`config.mk`:
```
export PLATFORM = sky130hd
export DESIGN_NAME = wb_pipe_reg
export DESIGN_NICKNAME = d
export VERILOG_FILES = /design/src/rtl/wb_pipe_reg.sv
export SDC_FILE = /design/constraint.sdc
export NUM_CORES = 1
export LEC_CHECK = 0
export BUFFER_PORTS_ARGS = -buffer_cell sky130_fd_sc_hd__buf_2
export CORE_MARGIN = 5
export CORE_UTILIZATION = 47
export CTS_CLUSTER_SIZE = 40
export DETAILED_ROUTE_END_ITERATION = 12
export PLACE_DENSITY = 0.9
export SYNTH_ARGS = -nofsm -noshare
export SYNTH_HDL_FRONTEND = slang
export SYNTH_SLANG_ARGS = --single-unit
```
`constraint.sdc`:
```
create_clock -name clk -period 6.1 [get_ports clk]
set_clock_uncertainty 0.15 [all_clocks]
set_input_delay 0 -clock clk [delete_from_list [all_inputs] [get_ports clk]]
set_output_delay 0 -clock clk [all_outputs]
set_load 0.005 [all_outputs]
```
`src/rtl/wb_pipe_reg.sv`:
```
// wb_pipe_reg: elastic MEM/WB write-back pipeline of DEPTH register stages.
// Carries mo, alu, rn, wreg and m2reg through a valid/ready pipe.
// Supports back-pressure, synchronous flush and per-stage hazard taps.
// Optional build macro PIPE_SKID_EN adds a one-entry skid buffer ahead of stage 0.
// With the skid buffer, in_ready is driven directly from a flop.
module wb_pipe_reg #(
    parameter int DATA_W = 32,
    parameter int RN_W   = 5,
    parameter int DEPTH  = 1
) (
    input  logic                    clk,
    input  logic                    rst,
    input  logic                    in_valid,
    output logic                    in_ready,
    input  logic                    in_wreg,
    input  logic                    in_m2reg,
    input  logic [DATA_W-1:0]       in_mo,
    input  logic [DATA_W-1:0]       in_alu,
    input  logic [RN_W-1:0]         in_rn,
    input  logic                    flush,
    output logic                    out_valid,
    input  logic                    out_ready,
    output logic                    out_wreg,
    output logic                    out_m2reg,
    output logic [DATA_W-1:0]       out_mo,
    output logic [DATA_W-1:0]       out_alu,
    output logic [RN_W-1:0]         out_rn,
    output logic [DATA_W-1:0]       out_wdata,
    output logic [DEPTH-1:0]        tap_wreg,
    output logic [DEPTH*RN_W-1:0]   tap_rn
);

    logic [DEPTH-1:0]  valid_q;
    logic [DEPTH-1:0]  wreg_q;
    logic [DEPTH-1:0]  m2reg_q;
    logic [DATA_W-1:0] mo_q  [DEPTH];
    logic [DATA_W-1:0] alu_q [DEPTH];
    logic [RN_W-1:0]   rn_q  [DEPTH];

    logic [DEPTH-1:0]  stage_ready;

    logic              src_valid;
    logic              src_wreg;
    logic              src_m2reg;
    logic [DATA_W-1:0] src_mo;
    logic [DATA_W-1:0] src_alu;
    logic [RN_W-1:0]   src_rn;

    // A stage can load when it or any stage ahead of it has room, or the sink drains the last one
    always_comb begin
        logic chain;
        chain       = out_ready;
        stage_ready = '0;
        for (int i = DEPTH - 1; i >= 0; i--) begin
            chain          = chain | ~valid_q[i];
            stage_ready[i] = chain;
        end
    end

`ifdef PIPE_SKID_EN
    logic              skid_valid;
    logic              skid_wreg;
    logic              skid_m2reg;
    logic [DATA_W-1:0] skid_mo;
    logic [DATA_W-1:0] skid_alu;
    logic [RN_W-1:0]   skid_rn;

    assign in_ready = ~skid_valid;

    // A held skid entry is offered to stage 0 ahead of the input port
    always_comb begin
        src_valid = skid_valid | in_valid;
        src_wreg  = in_wreg;
        src_m2reg = in_m2reg;
        src_mo    = in_mo;
        src_alu   = in_alu;
        src_rn    = in_rn;
        if (skid_valid) begin
            src_wreg  = skid_wreg;
            src_m2reg = skid_m2reg;
            src_mo    = skid_mo;
            src_alu   = skid_alu;
            src_rn    = skid_rn;
        end
    end

    // Skid catches an accepted payload that stage 0 cannot take and empties once stage 0 pulls it
    always_ff @(posedge clk) begin
        if (rst) begin
            skid_valid <= 1'b0;
            skid_wreg  <= 1'b0;
            skid_m2reg <= 1'b0;
            skid_mo    <= '0;
            skid_alu   <= '0;
            skid_rn    <= '0;
        end else if (flush) begin
            skid_valid <= 1'b0;
            skid_wreg  <= 1'b0;
        end else if (skid_valid) begin
            if (stage_ready[0]) begin
                skid_valid <= 1'b0;
                skid_wreg  <= 1'b0;
            end
        end else if (in_valid && !stage_ready[0]) begin
            skid_valid <= 1'b1;
            skid_wreg  <= in_wreg;
            skid_m2reg <= in_m2reg;
            skid_mo    <= in_mo;
            skid_alu   <= in_alu;
            skid_rn    <= in_rn;
        end
    end
`else
    assign in_ready  = stage_ready[0];
    assign src_valid = in_valid;
    assign src_wreg  = in_wreg;
    assign src_m2reg = in_m2reg;
    assign src_mo    = in_mo;
    assign src_alu   = in_alu;
    assign src_rn    = in_rn;
`endif

    // Stages advance when ready, hold when blocked; flush only kills liveness and write enables
    always_ff @(posedge clk) begin
        if (rst) begin
            valid_q <= '0;
            wreg_q  <= '0;
            m2reg_q <= '0;
            for (int i = 0; i < DEPTH; i++) begin
                mo_q[i]  <= '0;
                alu_q[i] <= '0;
                rn_q[i]  <= '0;
            end
        end else if (flush) begin
            valid_q <= '0;
            wreg_q  <= '0;
        end else begin
            if (stage_ready[0]) begin
                valid_q[0] <= src_valid;
                wreg_q[0]  <= src_valid & src_wreg;
                if (src_valid) begin
                    m2reg_q[0] <= src_m2reg;
                    mo_q[0]    <= src_mo;
                    alu_q[0]   <= src_alu;
                    rn_q[0]    <= src_rn;
                end
            end
            for (int i = 1; i < DEPTH; i++) begin
                if (stage_ready[i]) begin
                    valid_q[i] <= valid_q[i-1];
                    wreg_q[i]  <= valid_q[i-1] & wreg_q[i-1];
                    if (valid_q[i-1]) begin
                        m2reg_q[i] <= m2reg_q[i-1];
                        mo_q[i]    <= mo_q[i-1];
                        alu_q[i]   <= alu_q[i-1];
                        rn_q[i]    <= rn_q[i-1];
                    end
                end
            end
        end
    end

    assign out_valid = valid_q[DEPTH-1];
    assign out_wreg  = wreg_q[DEPTH-1];
    assign out_m2reg = m2reg_q[DEPTH-1];
    assign out_mo    = mo_q[DEPTH-1];
    assign out_alu   = alu_q[DEPTH-1];
    assign out_rn    = rn_q[DEPTH-1];
    assign out_wdata = m2reg_q[DEPTH-1] ? mo_q[DEPTH-1] : alu_q[DEPTH-1];
    assign tap_wreg  = valid_q & wreg_q;

    for (genvar g = 0; g < DEPTH; g++) begin : g_tap
        assign tap_rn[g*RN_W +: RN_W] = rn_q[g];
    end

endmodule

```
==> flow_summary.ini <==
[placement]
place_inst = 455
gp_congestion = 0.756
io_buffers = 186
placed_cell_area_um2 = 4140
dp_slack_ns = 3.81
hpwl_mm = 5.55

[layout]
final_cells = 545
layout_common_cells = buf_2, dlygate4sd3_1, edfxtp_1
syn_to_final_growth_pct = 58.8
fillers = 404
layout.nets = 537
multi_input_area_um2 = 956
final_common_cell = buf_2
drive_gt1_frac = 0.619
design_area_um2 = 5070
insertedDiodeCount = 0
regArea_um2 = 2130

[timing]
whs_ns = 0.173
hold_viol = 0
relSlewSlack = 0.368
setup_violations = 0
finalCritPeriodShare = 0.380
tns_ns = 0
rsz0062_at_grt = no
finalMaxSlewViolations = 0
setup_ws_ns = 3.78
worstMarginPinSlew_ns = 0.944
fin_crit_ns = 2.32
max_freq_mhz = 432

[detailed_routing]
route.detailed.vias_per_inst = 4.79
drt_pre_antenna_iters = 6
final_antenna_net_count = 0
drt_iter0_drc = 68
num_vias = 2608
drt_wl_total_mm = 9.12
drc_errors = 0
wire_per_inst_um = 16.7

[clocking]
cts_buffer_depth = 2
clk_pin_slew_ns = 0.07
cts_resized = 0
htree_levels = 3
clock_latency_ns = 0.33
cts_made_buffers = 9
cts-root-buf = clkbuf_8
cts_tree = yes
cts_sinks = 72

[yosys]
synth_seq_area_share = 0.668
netlist_area_um2 = 3190
post_synth.cell_area_avg_um2 = 15.7
synth_warnings = 0
synthesis.nets = 279
synth.distinct_cells = 20
synth_cells = 203
synth_seq_cells = 72

[floorplanning]
die_h_um = 92.4
row_count = 30
coreArea_um2 = 6720
dieArea_um2 = 8540
start_util = 0.475
die_w_um = 92.4
io_pins = 187

[global_route]
grt_first_pass_wirelength_mm = 14.2
grt.total_usage = 0.218
grt_pass1_vias = 2894
antenna_found_initial = 0
grt.overflow.total = 0
grt_max_degree = 45

[setup_path]
critPathCaptureType = register
path_max_fanout = 37
cp.arrival_ns = 2.14
path_class = in -> reg
startpoint_type = primary input
crit_required_ns = 5.93
r2r_slack_ns = 3.81

[run_status]
status = completed

[power]
p_leak_uw = 0.00243
powerDensity_nw_per_um2 = 217
peakVddDrop_uv = 132

[min_path]
hold_path.class = in -> reg

[flow_run]
max_cap_violations = 0
-- what timing repair did --
item,in CTS,in global routing
setup buffers,0,0
hold buffers,75,0
endpoints found under the hold margin,72,0
-- routing by layer --
layer  vias up  wire length (um)  global-route usage
met2       136              4970               0.410
met1      1217              3110               0.212
met4         0               308               0.124
met5         -                 0                   0
met3        24               725              0.0593
li1       1231                 -                   -
-- final cells by class --
cell class | instances | share of cell area
flip-flops and latches | 72 | 0.421
clock buffers | 10 | 0.0252
multi-input cells | 113 | 0.189
inverters | 2 | 0.00148
clock inverters | 5 | 0.00962
repair buffers | 263 | 0.335
well taps | 80 | 0.0197
-- path summary, 6_finish.rpt --
| kind | cells after the start | from | endpoint |
|---|---|---|---|
| setup / recovery | 5 | flush | rn_q[0][1] |
| hold / removal | 3 | in_valid | alu_q[0][20] |
| setup reg to reg | 4 | out_valid | rn_q[0][1] |
| hold reg to reg | 3 | out_valid | alu_q[0][20] |
-- cells in the mapped netlist (all sizes together) --
library cell | n | area (um^2)
a21bo | 1 | 10.0
a21o | 1 | 7.51
a21oi | 1 | 5.00
a32oi | 1 | 8.76
and2 | 70 | 500
buf | 10 | 75.1
clkbuf | 6 | 22.5
dfxtp | 3 | 60.1
edfxtp | 69 | 2070
inv | 2 | 7.51
mux2 | 32 | 360
nand3 | 1 | 5.00
nor2 | 1 | 3.75
nor2b | 2 | 20.0
nor3 | 2 | 10.0
nor4b | 1 | 23.8
-- worst max-delay path, cell delays in order --
cell and delay, ns:
dlygate4sd3_1 0.55, buf_2 0.16, nor2b_1 0.20, a21o_2 0.66, buf_4 0.53
-- cell families after synthesis --
group / Yosys count / share of synthesized area
and+or+nand+nor: 77 / 0.176
DFF: 72 / 0.668
muxes: 32 / 0.113
AOI/OAI and AO/OA: 4 / 0.00980
buffers and inverters: 18 / 0.0329
-- metrics by stage --
step                      power (uW)  utilization
after floorplan                  651            -
after global placement           720        0.617
after detailed placement         725        0.617
after CTS                       1100        0.755
after global routing            1150        0.755
final                           1100        0.755
-- registers in the layout (all words and copies together) (netlist names) --
register / count
alu_q: 32
mo_q: 32
out_m2reg: 1
out_valid: 1
out_wreg: 1
rn_q: 5
-- report_power, final --
| group | switching (uW) | internal [uW] | total (uW) |
|---|---|---|---|
| combinational | 62.6 | 101 | 164 |
| sequential | 18.1 | 573 | 591 |
| clock | 163 | 183 | 346 |
Power figures use the tool's default switching activity.
